==> src/rtl/dm_write_buffer_pkg.sv <==
// Shared types and constants for the data-memory write buffer.
package dm_write_buffer_pkg;

    localparam int DEFAULT_DEPTH = 4;
    localparam int DEFAULT_AW    = 32;
    localparam int MAX_AW        = 32;
    localparam int STRB_W        = 4;
    localparam int DATA_W        = 32;

    // One buffered store. The word address is held at the widest supported
    // width; narrower AW configurations use only the low AW-2 bits.
    typedef struct packed {
        logic [MAX_AW-3:0] addr;
        logic [STRB_W-1:0] strb;
        logic [DATA_W-1:0] data;
    } wb_entry_t;

endpackage

==> src/rtl/dm_write_buffer_wb_fifo.sv <==
// Store FIFO: entry storage, wrapping pointers, occupancy count and a
// per-entry word-address compare vector used for load hazard detection.
module wb_fifo
    import dm_write_buffer_pkg::*;
#(
    parameter int DEPTH = DEFAULT_DEPTH,
    parameter int AW    = DEFAULT_AW
) (
    input  logic                      clk,
    input  logic                      rst,
    input  logic                      push,
    input  wb_entry_t                 push_entry,
    input  logic                      pop,
    input  logic [AW-3:0]             match_addr,
    output wb_entry_t                 head,
    output logic [$clog2(DEPTH):0]    count,
    output logic [DEPTH-1:0]          match,
    output logic                      empty
);

    localparam int PW = $clog2(DEPTH);
    localparam int CW = PW + 1;
    localparam logic [CW-1:0] FULL_CNT = CW'(DEPTH);
    localparam logic [CW-1:0] CNT_ONE  = CW'(1);
    localparam logic [PW-1:0] PTR_ONE  = PW'(1);

    wb_entry_t        slots [DEPTH];
    logic [DEPTH-1:0] valid;
    logic [PW-1:0]    wr_ptr;
    logic [PW-1:0]    rd_ptr;
    logic [CW-1:0]    count_next;
    logic             do_push;
    logic             do_pop;

    // Guard against overflow/underflow even if the caller misbehaves.
    assign do_push = push && (count != FULL_CNT);
    assign do_pop  = pop  && (count != '0);
    assign head    = slots[rd_ptr];

    // Next occupancy; a simultaneous push and pop cancel out.
    always_comb begin
        count_next = count;
        if (do_push && !do_pop) begin
            count_next = count + CNT_ONE;
        end else if (!do_push && do_pop) begin
            count_next = count - CNT_ONE;
        end
    end

    // Control state: pointers, count, valid bits and the registered empty flag.
    always_ff @(posedge clk or posedge rst) begin
        if (rst) begin
            wr_ptr <= '0;
            rd_ptr <= '0;
            count  <= '0;
            valid  <= '0;
            empty  <= 1'b1;
        end else begin
            if (do_pop) begin
                rd_ptr        <= rd_ptr + PTR_ONE;
                valid[rd_ptr] <= 1'b0;
            end
            if (do_push) begin
                wr_ptr        <= wr_ptr + PTR_ONE;
                valid[wr_ptr] <= 1'b1;
            end
            count <= count_next;
            empty <= (count_next == '0);
        end
    end

    // Entry payload storage; no reset needed since valid bits qualify it.
    always_ff @(posedge clk) begin
        if (do_push) begin
            slots[wr_ptr] <= push_entry;
        end
    end

    // Word-address compare against every live entry (pre-edge state, so the
    // entry being written this cycle never participates).
    always_comb begin
        for (int i = 0; i < DEPTH; i++) begin
            match[i] = valid[i] && (slots[i].addr[AW-3:0] == match_addr);
        end
    end

endmodule

==> src/rtl/dm_write_buffer.sv <==
// Data-memory write buffer: posts CPU stores into a FIFO and drains them to
// the single-ported data SRAM whenever a load is not using the port. Loads
// that hit a buffered store stall until the matching entries have drained.
module dm_write_buffer
    import dm_write_buffer_pkg::*;
#(
    parameter int DEPTH = DEFAULT_DEPTH,
    parameter int AW    = DEFAULT_AW
) (
    input  logic              clk,
    input  logic              rst,
    input  logic              cpu_read,
    input  logic [STRB_W-1:0] cpu_write,
    input  logic [AW-1:0]     cpu_addr,
    input  logic [DATA_W-1:0] cpu_wdata,
    output logic [DATA_W-1:0] cpu_rdata,
    output logic              cpu_stall,
    output logic              mem_read,
    output logic [STRB_W-1:0] mem_write,
    output logic [AW-1:0]     mem_addr,
    output logic [DATA_W-1:0] mem_wdata,
    input  logic [DATA_W-1:0] mem_rdata,
    output logic              empty
);

    localparam int CW = $clog2(DEPTH) + 1;
    localparam logic [CW-1:0] FULL_CNT = CW'(DEPTH);

    wb_entry_t        entry_in;
    wb_entry_t        head;
    logic [CW-1:0]    count;
    logic [DEPTH-1:0] match;
    logic             store_req;
    logic             full_stall;
    logic             hz;
    logic             load_go;
    logic             drain;
    logic             push;

    wb_fifo #(
        .DEPTH (DEPTH),
        .AW    (AW)
    ) u_fifo (
        .clk        (clk),
        .rst        (rst),
        .push       (push),
        .push_entry (entry_in),
        .pop        (drain),
        .match_addr (cpu_addr[AW-1:2]),
        .head       (head),
        .count      (count),
        .match      (match),
        .empty      (empty)
    );

    // Load data is a straight pass-through so load timing is unchanged.
    assign cpu_rdata = mem_rdata;

    // Pack the incoming store into a FIFO entry.
    always_comb begin
        entry_in           = '0;
        entry_in.addr[AW-3:0] = cpu_addr[AW-1:2];
        entry_in.strb      = cpu_write;
        entry_in.data      = cpu_wdata;
    end

    // Request decode and port arbitration: loads win, drains fill idle slots.
    // Store acceptance is judged on the start-of-cycle count, so a drain in
    // the same cycle does not free room for a store while full.
    always_comb begin
        store_req  = (cpu_write != '0);
        full_stall = !rst && store_req && (count == FULL_CNT);
        push       = !rst && store_req && (count != FULL_CNT);
        hz         = !rst && cpu_read && (match != '0);
        load_go    = !rst && cpu_read && !hz;
        drain      = !rst && !load_go && (count != '0);
        cpu_stall  = full_stall || hz;
    end

    // SRAM port drive; address and data are zero whenever the port is idle.
    always_comb begin
        mem_read  = 1'b0;
        mem_write = '0;
        mem_addr  = '0;
        mem_wdata = '0;
        if (load_go) begin
            mem_read = 1'b1;
            mem_addr = cpu_addr;
        end else if (drain) begin
            mem_write = head.strb;
            mem_addr  = {head.addr[AW-3:0], 2'b00};
            mem_wdata = head.data;
        end
    end

endmodule

==> config.mk <==
export PLATFORM = sky130hd
export DESIGN_NAME = dm_write_buffer
export DESIGN_NICKNAME = d
export VERILOG_FILES = /design/src/rtl/dm_write_buffer_pkg.sv /design/src/rtl/dm_write_buffer_wb_fifo.sv /design/src/rtl/dm_write_buffer.sv
export SDC_FILE = /design/constraint.sdc
export NUM_CORES = 1
export LEC_CHECK = 0
export ABC_AREA = 0
export CORE_UTILIZATION = 58
export DETAILED_ROUTE_END_ITERATION = 7
export HOLD_SLACK_MARGIN = 0.06
export MAX_ROUTING_LAYER = met4
export PLACE_DENSITY = 0.89
export SLEW_MARGIN = 40
export SYNTH_ARGS = -nofsm -noshare
export SYNTH_HDL_FRONTEND = slang
export SYNTH_SLANG_ARGS = --single-unit
==> constraint.sdc <==
create_clock -name clk -period 8.7 [get_ports clk]
set_input_delay 2.61 -clock clk [delete_from_list [all_inputs] [get_ports clk]]
set_output_delay 2.61 -clock clk [all_outputs]
set_load 0.02 [all_outputs]
## Word-level counts from Yosys, hierarchy flattened

Memory sizes are Yosys's and may differ from the RTL's.
Cells that the tools add are included.

| operators by class | value |
|---|---|
| reductions and logical operators | 28 |
| add/sub/neg operators | 4 |
| bitwise operators | 3 |
| multiplexer cells | 17 |
| $lt $le $gt $ge | 4 |
| eq/ne operators | 6 |
| $mul | 0 |
| shifts and indexed selects | 0 |
| div/mod/pow operators | 0 |

Operator list:

| operator | number |
|---|---|
| 32-bit two-way mux | 4 |
| 30-bit == test | 4 |
| 1-bit logical AND | 18 |
| 4-bit two-way mux | 4 |
| 4-bit nonzero test | 2 |
| 2-bit by 3-bit less-than comparator with 1-bit output (second input constant) | 2 |
| 3-bit two-way mux | 2 |
| 1-bit logical NOT | 5 |
| 1-bit two-way mux | 5 |
| 2-bit by 1-bit adder with 2-bit output (second input constant) | 2 |
| 4-bit bitwise AND | 1 |
| 1-bit demux with 2-bit select | 2 |
| 2-bit by 1-bit >= comparator with 1-bit output (second input constant) | 2 |
| 4-bit NOT | 1 |
| 4-bit bitwise OR | 1 |
| 3-bit by 1-bit adder with 3-bit output (second input constant) | 1 |
| 3-bit == test (second input constant) | 1 |
| 3-bit logical NOT | 1 |
| 3-bit != test (second input constant) | 1 |
| 3-bit nonzero test | 1 |
| 3-bit by 1-bit subtractor with 3-bit output (second input constant) | 1 |
| 1-bit logical OR | 1 |

| storage, ports and cells | value |
|---|---|
| memory bits (read-only) | 0 |
| latch bits | 0 |
| logic and storage cells | 68 |
| bits in registers | 12 |
| output and inout port bits | 103 |
| memory bits (writable) | 264 |
| memories kept | 1 |

Memories:

| memory | depth | width | rd ports | clocked after memory_dff | wr ports | line | text |
|---|---|---|---|---|---|---|---|
| u_fifo.slots | 4 | 66 | 5 | 0 | 1 | dm_write_buffer_wb_fifo.sv:27 | `wb_entry_t slots [DEPTH];` |

## Depth between registers and ports, before layout

| logic depth | value |
|---|---|
| depth in word-level cells | 14 |
| depth in mapped cells | 10 |

## Hierarchy

A second synthesis with hierarchy kept.

| unflattened totals | value |
|---|---|
| cells, all modules | 755 |
| area total of the unflattened synthesis | 13,002.5 µm² |

By module, submodules not included:

| module | seq. area each (µm²) | area each (µm²) | times used | cells each |
|---|---|---|---|---|
| wb_fifo | 8,229.1 | 11,812.6 | 1 | 600 |
| dm_write_buffer | 0.0 | 1,189.9 | 1 | 155 |

## Worst setup path after synthesis

Ideal clock, no wire load.

| timing path | value |
|---|---|
| path kind | input port to output port |
| start | in cpu_addr[24] |
| end | out mem_addr[10] |
| path slack | 1.827 ns |
| stages on the path | 10 |
| arrival | 4.263 ns |
| path buffers | 3 |
| data required time | 6.090 ns |
| cells stage by stage | buf_4 > xnor2_1 > nand4_1 > nor4_2 > a22oi_2 > nand3_4 > buf_2 > buf_2 > nand3_1 > o21ai_0 |

| on the way | value |
|---|---|
| word-level cells in the longest chain between the ends | 11 |

Ends and longest elaborated chain:

| what | line | text |
|---|---|---|
| start: declaration | dm_write_buffer.sv:14 | `input logic [AW-1:0] cpu_addr,` |
| 30-bit == test | dm_write_buffer_wb_fifo.sv:83 | `match[i] = valid[i] && (slots[i].addr[AW-3:0] == match_addr);` |
| 1-bit logical AND | dm_write_buffer_wb_fifo.sv:83 |  |
| 4-bit nonzero test (*) | dm_write_buffer.sv:74 | `hz = !rst && cpu_read && (match != '0);` |
| 1-bit logical AND (*) | dm_write_buffer.sv:74 |  |
| 1-bit logical NOT (*) | dm_write_buffer.sv:75 | `load_go = !rst && cpu_read && !hz;` |
| 1-bit logical AND (*) | dm_write_buffer.sv:75 |  |
| 1-bit logical NOT | dm_write_buffer.sv:76 | `drain = !rst && !load_go && (count != '0);` |
| 1-bit logical AND (2 in a row) | dm_write_buffer.sv:76 |  |
| 32-bit two-way mux | dm_write_buffer.sv:89 | `end else if (drain) begin` |
| 32-bit two-way mux (*) | dm_write_buffer.sv:86 | `if (load_go) begin` |
| end: declaration | dm_write_buffer.sv:20 | `output logic [AW-1:0] mem_addr,` |

Mark *: on every way between the ends. The rest lies on a longest branch, timed or not.

## Final worst setup path

| timing path | value |
|---|---|
| start | in cpu_addr[6] |
| end | out mem_addr[20] |

The elaborated chain is that of the path after synthesis.

==> flow_summary.yaml <==
synthesis:
  ys_ff_latch: 276
  synth_area_leaders: "edfxtp_1 61%, mux4_2 11%, xnor2_1 8.3%"
  synth_top_area_share_pct: 61.3
  synth_cell_types: 38
  syn-num-nets: 916
  synth_area_um2: 12900
  async_flop_share_pct: 4.35
  synth_flop_cell: "edfxtp_1"
  ys_seq_area_share_pct: 63.6
  synth_edf_count: 264
  syn_avg_cell_area_um2: 16.1
  synth.largest_area_cell: "edfxtp_1"
  postSynthCellCount: 802
  ys_warn_count: 0
power_and_ir_drop:
  vdd_drop_max_v: 0.000228
  intPower_w: 0.00311
  switching_share_pct: 31.1
  clkPwrFrac_pct: 25.6
  pwr-share-seq_pct: 42.3
  cellLeakagePower_nw: 5.00
  powerDensity_nw_per_um2: 299
  p_comb_share_pct: 32.1
  p_switching_w: 0.00140
sta:
  tightest_slew_ns: 0.871
  grt_setup_unrepaired: "false"
  hold_viol: 0
  period_share_pct: 98.2
  setup_slack_ns: 0.158
  clock_skew_ns: 0.0148
  fin_hold_ws_ns: 0.503
  setup_violations: 0
  setup_tns_ns: 0
  relSlewSlack_pct: 41.8
  fin_crit_ns: 8.54
  fmax_mhz: 117
  slew_viol_final: 0
place:
  dp_hpwl_mm: 18.6
  place_congestion: 0.880
  port_buffers: 141
  dp_worst_setup_slack_ns: 0.268
  dp_cells: 1140
route:
  drtIter0Drc: 708
  avgRoutedWirePerCell_um: 24.5
  drt_wl_total_mm: 29.3
  drc: 0
  vias_per_cell: 6.15
  vias: 7328
  ant_nets: 0
  firstDrtPassIters: 5
worst_setup_path:
  r2r_slack_ns: 5.57
  slowest_stage: "clkdlybuf4s50_1"
  critPathBufInv: 3
  rr_endpoint: "u_fifo.slots[3][8]"
  worst_r2r_path_depth: 7
  cp_num_cells: 10
  arrival_ns: 5.93
  critPathTopFamily: "buffers and inverters"
  crit_fanout: 26
  critical_path_class: "primary input to primary output"
  path_common_cell: "clkdlybuf4s50_1"
  startpoint: "cpu_addr[6]"
  crit_end: "mem_addr[20]"
  r2r-start: "u_fifo.count[1]"
  cp-start-kind: "primary input"
  end_kind: "primary output"
  cpPeakStageDelay_ns: 0.71
  crit_chain: "clkdlybuf4s50_1 > xnor2_1 > nand4_1 > nor4_2 > a22oi_2 > nand3_4 > buf_12 > nand3_1 > o21ai_0 > clkdlybuf4s50_1"
  cp.required_ns: 6.09
cts:
  postCtsHoldBufs: 0
  clk_pin_slew_ns: 0.06
  clock_path_buffers: 3
  cts_tree: "done"
  cts_buffers: 28
  clk_latency_ns: 0.54
  cts_root_buf: "clkbuf_16"
  h-tree-depth: 1
  post_cts_buffers: 0
  cts_num_sinks: 276
  ctsResizeCount: 0
die:
  ios: 206
  num_rows: 54
  die_w_um: 151
  start_util_pct: 59.3
  die_h_um: 151
  coreArea_um2: 21800
  die_area_um2: 22900
flow_run:
  maxCapViolations: 0
global_routing:
  grt_overflow: 0
  grt-busiest-layer: "met2"
  grt_use_met2_pct: 42.2
  met1_usage_pct: 36.9
  grt_use_total_pct: 27.0
  grt_max_degree: 49
  grt_pass1_wl_mm: 43.9
  gr-usage-met3_pct: 4.13
  antenna_found_initial: 0
  grt_pass1_vias: 7318
cells_and_area:
  nNetsFinal: 1004
  final_cell_mix: "264 x edfxtp_1, 141 x clkdlybuf4s50_1, 123 x xnor2_1"
  syn_to_final_growth_pct: 16.7
  stdcell_count: 1192
  fill_cells: 1373
  layout-drive-gt1-share_pct: 15.6
  final_common_cell: "edfxtp_1"
  diodes: 0
min_path:
  min_path_type: "flip-flop to flip-flop"
status:
  status: "finished clean"
## kinds of logic (layout without fill, tap and decap cells)
logic type | count (synthesis) | after routing | share of synthesized area [%]
flops | 276 | 276 | 63.6
simple gates | 136 | 136 | 6.60
buf+inv | 137 | 247 | 6.28
fa+ha+maj | 11 | 11 | 1.06
compound gates | 52 | 52 | 2.50
xor+xnor | 124 | 124 | 8.45
mux | 66 | 66 | 11.5
## how the worst min path moves through the flow
stage | start | endpoint | slack [ns] | cells past startpoint
floorplan | u_fifo.valid[0] | u_fifo.valid[0] | 0.45 | 1
CTS | u_fifo.valid[3] | u_fifo.valid[3] | 0.50 | 1
global placement | u_fifo.valid[3] | u_fifo.valid[3] | 0.48 | 1
detailed placement | u_fifo.valid[3] | u_fifo.valid[3] | 0.49 | 1
global route | u_fifo.valid[3] | u_fifo.valid[3] | 0.52 | 1
finish | u_fifo.valid[3] | u_fifo.valid[3] | 0.50 | 1
## metrics by stage
| step | cell area (µm²) | utilization, % | total power [W] |
|---|---|---|---|
| 3_5_place_dp | 14200 | 65.1 | 0.00339 |
| 4_1_cts | 15100 | 69.2 | 0.00455 |
| 3_3_place_gp | 14200 | 65.0 | 0.00334 |
| 2_1_floorplan | 12900 | - | 0.00288 |
| 6_report | 15100 | 69.2 | 0.00452 |
| 5_1_grt | 15100 | 69.2 | 0.00470 |
## per-layer routing
layer | share of wire, % | wire (µm)
met5 | 0 | 0
met3 | 8.1 | 2380
met2 | 50 | 14600
met1 | 39 | 11500
met4 | 2.7 | 796
## sequential cells by signal (all words and copies together) (netlist names)
signal         flops
u_fifo.slots     264
u_fifo.valid       4
u_fifo.count       3
u_fifo.rd_ptr      2
u_fifo.wr_ptr      2
u_fifo.empty       1
## synth_stat cells, types with 11 or more instances
master    count
and3_1       36
buf_4        42
buf_6        17
clkbuf_1     22
dfrtp_1      11
edfxtp_1    264
ha_1         11
inv_1        40
mux4_2       66
nand3_1      36
nand4_1      28
o21ai_0      34
xnor2_1     123
## power groups by stage
| stage | clock (W) | sequential, W | combinational, W |
|---|---|---|---|
| CTS | 0.00117 | 0.00191 | 0.00147 |
| global route | 0.00122 | 0.00194 | 0.00155 |
| finish | 0.00116 | 0.00191 | 0.00145 |
| global placement | 0 | 0.00195 | 0.00139 |
| floorplan | 0 | 0.00186 | 0.00102 |
| detailed placement | 0 | 0.00194 | 0.00145 |
## worst reg2reg max path, cell delays in order (launching register included)
cell and delay [ns]:
dfrtp_1 0.42, inv_1 0.16, ha_1 0.27, nand2_1 0.10
nor3b_1 0.19, buf_4 0.24, and2_2 0.66, buf_4 0.64
## area by class of cell
| cell class | count | area [µm²] | area share [%] |
|---|---|---|---|
| Clock buffer | 33 | 741 | 4.91 |
| Clock inverter | 19 | 141 | 0.937 |
| Inverter | 40 | 150 | 0.995 |
| Multi-Input combinational cell | 389 | 3910 | 25.9 |
| Sequential cell | 276 | 8230 | 54.6 |
| Tap cell | 280 | 350 | 2.32 |
| Timing Repair Buffer | 155 | 1570 | 10.4 |
(Power assumes the default switching activity.)
